### config.mk
export PLATFORM = sky130hd
export DESIGN_NAME = lego_multicycle_ctrl
export DESIGN_NICKNAME = d
export VERILOG_FILES = /design/src/rtl/lego_multicycle_ctrl.sv
export SDC_FILE = /design/constraint.sdc
export NUM_CORES = 1
export LEC_CHECK = 0
export CAP_MARGIN = 20
export CORE_AREA = 2 2 54 51
export CTS_CLUSTER_SIZE = 12
export DETAILED_ROUTE_END_ITERATION = 8
export DIE_AREA = 0 0 56 53
export HOLD_SLACK_MARGIN = 0.08
export PLACE_DENSITY = 0.77
export SLEW_MARGIN = 20
export SYNTH_ARGS = -nofsm -noshare
export SYNTH_HDL_FRONTEND = slang
export SYNTH_SLANG_ARGS = --single-unit
### constraint.sdc
create_clock -name CLK -period 1.3 [get_ports CLK]
set_clock_uncertainty 0.1 [all_clocks]
set_input_delay 0.13 -clock CLK [delete_from_list [all_inputs] [get_ports CLK]]
set_output_delay 0.13 -clock CLK [all_outputs]
set_load 0.01 [all_outputs]
### src/rtl/lego_multicycle_ctrl.sv
// Multicycle FETCH/DECODE/EXEC/MEM/WB control sequencer for the LEGv8 subset datapath.
// Optional feature macro: CTRL_CBNZ_EN (decode 10110101 as CBNZ instead of illegal).
module lego_multicycle_ctrl (
   input  logic        CLK,
   input  logic        resetl,
   input  logic [31:0] Instr,
   input  logic        Zero,
   input  logic        mem_ready,
   output logic        IRWrite,
   output logic        PCWrite,
   output logic [1:0]  PCSrc,
   output logic        IMemRead,
   output logic        MemRead,
   output logic        MemWrite,
   output logic        RegWrite,
   output logic        MemToReg,
   output logic        ALUSrc,
   output logic        Reg2Loc,
   output logic [1:0]  SignOp,
   output logic        ImmUnsigned,
   output logic [3:0]  ALUOp,
   output logic        illegal,
   output logic [2:0]  state
);

   typedef enum logic [2:0] {
      S_FETCH  = 3'd0,
      S_DECODE = 3'd1,
      S_EXEC   = 3'd2,
      S_MEM    = 3'd3,
      S_WB     = 3'd4
   } state_e;

   typedef enum logic [2:0] {
      C_NONE = 3'd0,
      C_R    = 3'd1,
      C_I    = 3'd2,
      C_D    = 3'd3,
      C_B    = 3'd4,
      C_CB   = 3'd5
   } cls_e;

   localparam logic [3:0] ALU_ADD  = 4'b0010;
   localparam logic [3:0] ALU_SUB  = 4'b0110;
   localparam logic [3:0] ALU_AND  = 4'b0000;
   localparam logic [3:0] ALU_ORR  = 4'b0001;
   localparam logic [3:0] ALU_PASS = 4'b0111;

   state_e     state_q, state_d;
   cls_e       cls_s;
   logic [3:0] alu_op_s;
   logic       is_load_s;
   logic       is_cbnz_s;
   logic [1:0] sign_op_s;
   logic       imm_uns_s;
   logic       alu_src_s;
   logic       reg2loc_s;
   logic       unused_s;

   assign unused_s = ^Instr[20:0];

   // Opcode classification as a priority match; also yields per-class datapath selects.
   always_comb begin
      cls_s     = C_NONE;
      alu_op_s  = 4'b0000;
      is_load_s = 1'b0;
      is_cbnz_s = 1'b0;
      reg2loc_s = 1'b0;
      if (Instr[31:21] == 11'b10001011000) begin
         cls_s = C_R; alu_op_s = ALU_ADD;
      end else if (Instr[31:21] == 11'b11001011000) begin
         cls_s = C_R; alu_op_s = ALU_SUB;
      end else if (Instr[31:21] == 11'b10001010000) begin
         cls_s = C_R; alu_op_s = ALU_AND;
      end else if (Instr[31:21] == 11'b10101010000) begin
         cls_s = C_R; alu_op_s = ALU_ORR;
      end else if (Instr[31:22] == 10'b1001000100) begin
         cls_s = C_I; alu_op_s = ALU_ADD;
      end else if (Instr[31:22] == 10'b1101000100) begin
         cls_s = C_I; alu_op_s = ALU_SUB;
      end else if (Instr[31:21] == 11'b11111000010) begin
         cls_s = C_D; alu_op_s = ALU_ADD; is_load_s = 1'b1;
      end else if (Instr[31:21] == 11'b11111000000) begin
         cls_s = C_D; alu_op_s = ALU_ADD; reg2loc_s = 1'b1;
      end else if (Instr[31:26] == 6'b000101) begin
         cls_s = C_B;
      end else if (Instr[31:24] == 8'b10110100) begin
         cls_s = C_CB; alu_op_s = ALU_PASS; reg2loc_s = 1'b1;
`ifdef CTRL_CBNZ_EN
      end else if (Instr[31:24] == 8'b10110101) begin
         cls_s = C_CB; alu_op_s = ALU_PASS; reg2loc_s = 1'b1; is_cbnz_s = 1'b1;
`endif
      end else begin
         cls_s = C_NONE;
      end

      sign_op_s = 2'b00;
      imm_uns_s = 1'b0;
      alu_src_s = 1'b0;
      case (cls_s)
         C_I:     begin sign_op_s = 2'b00; imm_uns_s = 1'b1; alu_src_s = 1'b1; end
         C_D:     begin sign_op_s = 2'b01; alu_src_s = 1'b1; end
         C_B:     sign_op_s = 2'b10;
         C_CB:    sign_op_s = 2'b11;
         default: sign_op_s = 2'b00;
      endcase
   end

   // Next-state and output decode; reset forces every output low without waiting for a clock.
   always_comb begin
      state_d     = state_q;
      IRWrite     = 1'b0;
      PCWrite     = 1'b0;
      PCSrc       = 2'b00;
      IMemRead    = 1'b0;
      MemRead     = 1'b0;
      MemWrite    = 1'b0;
      RegWrite    = 1'b0;
      MemToReg    = 1'b0;
      ALUSrc      = 1'b0;
      Reg2Loc     = 1'b0;
      SignOp      = 2'b00;
      ImmUnsigned = 1'b0;
      ALUOp       = 4'b0000;
      illegal     = 1'b0;
      if (!resetl) begin
         state_d = S_FETCH;
      end else begin
         if (state_q != S_FETCH) begin
            SignOp      = sign_op_s;
            ImmUnsigned = imm_uns_s;
            ALUSrc      = alu_src_s;
            Reg2Loc     = reg2loc_s;
            ALUOp       = alu_op_s;
         end else begin
            SignOp = 2'b00;
         end
         case (state_q)
            S_FETCH: begin
               IMemRead = 1'b1;
               if (mem_ready) begin
                  IRWrite = 1'b1;
                  PCWrite = 1'b1;
                  state_d = S_DECODE;
               end else begin
                  state_d = S_FETCH;
               end
            end
            S_DECODE: begin
               if (cls_s == C_NONE) begin
                  illegal = 1'b1;
                  state_d = S_FETCH;
               end else begin
                  state_d = S_EXEC;
               end
            end
            S_EXEC: begin
               case (cls_s)
                  C_R, C_I: state_d = S_WB;
                  C_D:      state_d = S_MEM;
                  C_B: begin
                     PCWrite = 1'b1;
                     PCSrc   = 2'b01;
                     state_d = S_FETCH;
                  end
                  C_CB: begin
                     // CBZ takes the branch on Zero, CBNZ on its complement
                     if (Zero ^ is_cbnz_s) begin
                        PCWrite = 1'b1;
                        PCSrc   = 2'b10;
                     end else begin
                        PCWrite = 1'b0;
                     end
                     state_d = S_FETCH;
                  end
                  default: state_d = S_FETCH;
               endcase
            end
            S_MEM: begin
               MemRead  = is_load_s;
               MemWrite = ~is_load_s;
               if (mem_ready) begin
                  state_d = is_load_s ? S_WB : S_FETCH;
               end else begin
                  state_d = S_MEM;
               end
            end
            S_WB: begin
               RegWrite = 1'b1;
               MemToReg = is_load_s;
               state_d  = S_FETCH;
            end
            default: state_d = S_FETCH;
         endcase
      end
   end

   // State register.
   always_ff @(posedge CLK or negedge resetl) begin
      if (!resetl) begin
         state_q <= S_FETCH;
      end else begin
         state_q <= state_d;
      end
   end

   assign state = state_q;

endmodule

==> results.ini, run 1 <==
[worst_setup_path]
cpMostUsedCell = buf_6
path_max_fanout = 2
startpoint_type = flip-flop
r2r_cells = 5
worst_path_max_delay_cell = dfrtp_1
required_ns = 1.07
critPathKind = reg -> out
crit_chain = buf_6 -> o31ai_4 -> buf_6 -> a21oi_2 -> and3_1 -> buf_2
r2r_slack_ns = -0.13
slowest_delay_ns = 0.41
endpoint_kind = primary output
critPathArrivalTime_ns = 1.58

[timing]
setup_viol = 20
fin_hold_ws_ns = 0.301
maxSlewViolCount = 0
finalSetupTns_ns = -6.85
setup_ws_ns = -0.507
fmaxAchievable_mhz = 553
fin_crit_sh_pct = 139
fin_crit_ns = 1.81
rsz0062_at_grt = yes
hold_violations = 0

[finish]
largest_reg_flops = 3
final_util_pct = 63.3
nets = 198
finalNonFillerCells = 189
finalInstanceArea_mm2 = 0.00151
diodes = 0
drive_above_1_share_pct = 76.4
nFillCells = 182
synthToLayoutAreaGrowth_pct = 159

[global_route]
grt_pass1_vias = 1068
grt_pass1_wl_um = 5210
grt_use_met3_pct = 5.62
antenna_found_initial = 0
gr-usage-all-layers_pct = 23.5
grt_overflow = 0
grt_use_met2_pct = 45.1
met1_usage_pct = 23.3
grt_max_degree = 7
grt_busiest_layer = met2

[yosys]
yosysWarnings = 0
synth_top_cells_by_area = dfrtp_1, a21oi_1, and3_1
async_reset_ff_share_pct = 100
ys_seq_area_share_pct = 12.9
synth-edff-count = 0
yosys.area.top_type = dfrtp_1
netlist_instances = 79
synth-seq-cells = 3
syn_area_um2 = 582
synth_flop_cell = dfrtp_1
synth_top_area_share_pct = 12.9
yosysMostFrequentCell = a21oi_1
synthTopCellsByCount = a21oi_1, nor2_1, nand2_1
syn-num-nets = 115
avgSynthCellArea_um2 = 7.36
synth.distinct_cells = 36

[drt]
dr.pass1.iters = 4
wl_per_cell_um = 17.7
ant_nets = 0
vias = 1027
postRouteWirelength_um = 3350
drtIter0Drc = 28
route.detailed.drc = 0
viasPerCell = 5.43

[clock_network]
cts.htree.levels = 1
cts_made_buffers = 3
root_buffer = clkbuf_4
cts_tree = done
clk_pin_slew_worst_paths_ns = 0.05
clk_latency_ns = 0.26
clkSinkCount = 3
max-clock-path-buffers = 2

[worst_hold_path]
hold_depth = 4
hold_class = in -> reg

[status]
status = complete, but fails checks
violations = setup timing

[placed_design]
dp_cells = 168
dpl_worst_slack_ns = -1.42
placed_area_mm2 = 0.00119
gp_congestion = 0.917
hpwlAfterDp_um = 1930
port_buffers = 35

[floorplanning]
row_count = 17
start_util_pct = 24.4
die_area_mm2 = 0.00297
die_w_um = 56
coreArea_mm2 = 0.00238
die_height_um = 53
pin_count = 58

[power_and_ir_drop]
peakVddDrop_mv = 0.457
power_density_mw_per_mm2 = 374
p_total_mw = 0.564
p_leak_nw = 0.693

[job]
max-cap-violations = 0

## per-layer routing
layer / up-vias / routed length [µm]
met1: 496 / 1250
met2: 49 / 1760
met4: 0 / 162
li1: 466 / -
met5: - / 0
met3: 16 / 187
## cell type report
| type | instances | area [µm²] | area share [%] |
|---|---|---|---|
| clock buffers | 4 | 26.3 | 1.74 |
| inverters | 3 | 11.3 | 0.747 |
| multi-input cells | 70 | 658 | 43.7 |
| flip-flops and latches | 3 | 77.6 | 5.15 |
| well taps | 28 | 35.0 | 2.32 |
| repair buffers | 81 | 699 | 46.4 |
## placed cells by master, fill, tap and decap left out, types with 2 or more instances in the layout
| cell | Yosys | routed |
|---|---|---|
| and4bb_2 | 2 | 2 |
| buf_4 | 1 | 25 |
| and4bb_4 | 2 | 2 |
| nand4_1 | 2 | 2 |
| dfrtp_2 | 0 | 2 |
| nand2_4 | 0 | 2 |
| clkbuf_4 | 0 | 3 |
| buf_6 | 2 | 30 |
| clkdlybuf4s50_1 | 0 | 2 |
| and3_1 | 6 | 4 |
| and2b_2 | 2 | 2 |
| nand2_1 | 7 | 4 |
| a21oi_2 | 0 | 7 |
| inv_1 | 3 | 3 |
| buf_2 | 0 | 20 |
| o21ai_0 | 2 | 2 |
| nor2_1 | 8 | 5 |
| nor4_2 | 0 | 2 |
| nor2_4 | 0 | 3 |
| and3_4 | 1 | 4 |
| a21oi_1 | 10 | 2 |
| nor3_2 | 0 | 3 |
## critical path: cells and delay by family (launching register included)
family | cells | cell delay, ns
compound gates | 2 | 0.33
buf+inv | 3 | 0.43
simple gates | 1 | 0.15
flops | 1 | 0.41
## final timing paths
kind                       startpoint        to
setup / recovery             state[2]   Reg2Loc
hold / removal              Instr[22]  state[2]
setup reg to reg             state[0]  state[1]
hold reg to reg              state[1]  state[0]
max in group asynchronous      resetl  state[0]
min in group asynchronous      resetl  state[2]
## power breakdown
| group | leakage [nW] | switching [mW] | total [mW] | internal, mW |
|---|---|---|---|---|
| clock | 0.0150 | 0.0731 | 0.190 | 0.117 |
| combinational | 0.640 | 0.118 | 0.275 | 0.157 |
| sequential | 0.0379 | 0.00328 | 0.0992 | 0.0960 |
| total | 0.693 | 0.194 | 0.564 | 0.370 |
## timing repair
item	in CTS	in global routing
endpoints found under the hold margin	3	0
endpoints found under the setup margin	24	24
pin swaps	14	12
cloned	0	0
resized for setup	178	31
buffers inserted	15	9
hold buffers	1	0
## cell families (layout without fill, tap and decap cells)
kind of cell           count (synthesis)  count (layout)  share of synthesized area, %
buffers and inverters                  6              88                          7.10
and+or+nand+nor                       47              47                          54.8
AOI/OAI and AO/OA                     21              21                          22.6
other                                  1               1                         0.645
muxes                                  1               1                          1.94
DFF                                    3               3                          12.9
(Power assumes the default switching activity.)
==> run 2, diff against run 1 <==
CAP_MARGIN = not set   (was 20)
==> results of run 2 <==
Final layout, timing and power as in run 1 (identical DEF).
==> run 3, diff against run 2 <==
--- a/constraint.sdc
+++ b/constraint.sdc
@@ -4,2 +4,2 @@
 set_output_delay 0.13 -clock CLK [all_outputs]
-set_load 0.01 [all_outputs]
+set_load 0.02 [all_outputs]
==> run 3 against run 2 <==
Compared with the run above:
- the run still ends with setup timing left
- cell area up 8.6%
- first-iteration DRC count shrank 25%
- clock power down 17%
- count of clock-buffer cells in the layout did not move
- non-clock buffer count up 2
- via count decreased by 1.9%
- critical path depth did not move
- fmax fell by 0.73%
- critical path type is now in -> out
- critical endpoint is now illegal
- largest power group unchanged
==> results.ini, run 3 (synthesis results as in run 1) <==
[drt]
route.detailed.drc = 0  ; unchanged
vias = 1007  ; -1.9%
drtIter0Drc = 21  ; -25%
postRouteWirelength_um = 3010  ; -10%
ant_nets = 0  ; unchanged
viasPerCell = 5.27  ; -3.0%
dr.pass1.iters = 4  ; unchanged
wl_per_cell_um = 15.8  ; -11%

[finish]
layout_common_cells = buf_6, buf_4, a21oi_2
finalNonFillerCells = 191  ; +1.1%
final_util_pct = 68.8  ; +5.5 points
diodes = 0  ; unchanged
synthToLayoutAreaGrowth_pct = 182
layout.cells.most_common = buf_6
nets = 200  ; +1.0%
drive_above_1_share_pct = 79.8  ; +3.4 points
largest_reg_flops = 3  ; unchanged

[worst_setup_path]
endpoint_kind = primary output
startpoint_type = primary input
path_max_fanout = 4  ; +2
r2r_slack_ns = -0.02  ; +0.11 ns
reg2reg_to = state[1]
slowest_delay_ns = 0.51  ; +0.10 ns
crit_path_end = illegal
crit_chain = buf_6 -> and4bb_1 -> o2111a_2 -> or4_4 -> nor4b_4 -> buf_4
critPathArrivalTime_ns = 1.59  ; about the same
r2r_cells = 4  ; -1
critPathKind = in -> out
crit_cells = 6  ; unchanged
worstReg2RegStart = state[0]
required_ns = 1.07  ; about the same
path_buf_inv = 2  ; -1
cp_top_family = simple AND/OR/NAND/NOR gates
worst_path_max_delay_cell = or4_4
worstSetupStartpoint = Instr[27]

[power_and_ir_drop]
peakVddDrop_mv = 0.345  ; -24%
power_density_mw_per_mm2 = 333  ; -11%
p_leak_nw = 0.710  ; +2.4%
p_total_mw = 0.545  ; -3.4%

[global_route]
grt_pass1_vias = 1020  ; -4.5%
antenna_found_initial = 0  ; unchanged
grt_max_degree = 8  ; +1
gr-usage-all-layers_pct = 18.7  ; -4.8 points
grt_overflow = 0  ; unchanged
grt_pass1_wl_um = 4360  ; -16%

[timing]
fin_hold_ws_ns = 0.262  ; -0.0389 ns
rsz0062_at_grt = yes
setup_ws_ns = -0.520  ; -0.0134 ns
finalSetupTns_ns = -6.00  ; +0.851 ns
fin_crit_sh_pct = 140  ; +1.0 points
maxSlewViolCount = 0  ; unchanged
fmaxAchievable_mhz = 549  ; -0.73%
hold_violations = 0  ; unchanged
setup_viol = 21  ; +5.0%
fin_crit_ns = 1.82  ; +0.0134 ns

[floorplanning]
start_util_pct = 24.4  ; unchanged
die_height_um = 53  ; unchanged
row_count = 17  ; unchanged
die_area_mm2 = 0.00297  ; unchanged
die_w_um = 56  ; unchanged
pin_count = 58  ; unchanged
coreArea_mm2 = 0.00238  ; unchanged

[clock_network]
cts.htree.levels = 1  ; unchanged
root_buffer = clkbuf_4
clk_pin_slew_worst_paths_ns = 0.03  ; -0.02 ns
cts_made_buffers = 3  ; unchanged
clk_latency_ns = 0.23  ; -0.03 ns
cts_tree = done
clkSinkCount = 3  ; unchanged
max-clock-path-buffers = 2  ; unchanged

[status]
violations = setup timing
status = complete, but fails checks

[placed_design]
gp_congestion = 0.918  ; +0.16%
hpwlAfterDp_um = 1890  ; -2.2%
port_buffers = 35  ; unchanged
dp_cells = 164  ; -2.4%

[worst_hold_path]
hold_class = in -> reg

[job]
max-cap-violations = 0  ; unchanged

run 3: cell count changes in the layout (fill, tap and decap cells not counted), sizes merged:
cell,delta
dlygate4sd2,+1
clkbuf,+2
buf,-1
run 3: metal layers:
| layer | part of all wire (%) | global-route usage (%) |
|---|---|---|
| met5 | 0 | 0 |
| met4 | 0.83 | 4.37 |
| met3 | 5.0 | 3.18 |
| met2 | 57 | 39.2 |
| met1 | 37 | 19.2 |
run 3: repair_timing:
action / in CTS / in global routing
hold buffers: 1 / 0
endpoints found under the hold margin: 3 / 0
buffers inserted: 14 / 11
pin swaps: 13 / 17
resized for setup: 176 / 45
endpoints found under the setup margin: 24 / 22
run 3: power breakdown:
part	switching [mW]	leakage (nW)	internal, mW
Sequential	0.00319	0.0362	0.0962
Clock	0.0426	0.0150	0.115
Combinational	0.124	0.658	0.164
run 3: stage by stage:
stage,setup WS (ns),area [µm²]
floorplan,-0.376,684
global placement,-1.41,1230
detailed placement,-1.45,1230
CTS,-0.570,1450
global route,-0.548,1640
finish,-0.520,1640
run 3: cell type report:
cell class / count / area, µm²
flip-flops and latches: 3 / 78.8
inverters: 3 / 11.3
fillers: 187 / 744
repair buffers: 83 / 783
clock buffers: 4 / 26.3
multi-input cells: 70 / 703
well taps: 28 / 35.0
run 3: worst reg2reg max path, stage by stage, from the launching register on:
cell	delay (ns)
dfrtp_2	0.40
buf_6	0.13
buf_8	0.13
mux2_2	0.35
o2bb2ai_2	0.12
run 3: worst min path at each step:
| stage | cells after the start | slack, ns | from | to |
|---|---|---|---|---|
| after global routing | 4 | 0.29 | Instr[22] | state[2] |
| after global placement | 2 | 0.36 | resetl | state[1] |
| after floorplan | 0 | -0.27 | resetl | state[0] |
| after detailed placement | 2 | 0.37 | resetl | state[0] |
| after CTS | 4 | 0.37 | Instr[22] | state[2] |
| final | 4 | 0.26 | Instr[22] | state[2] |
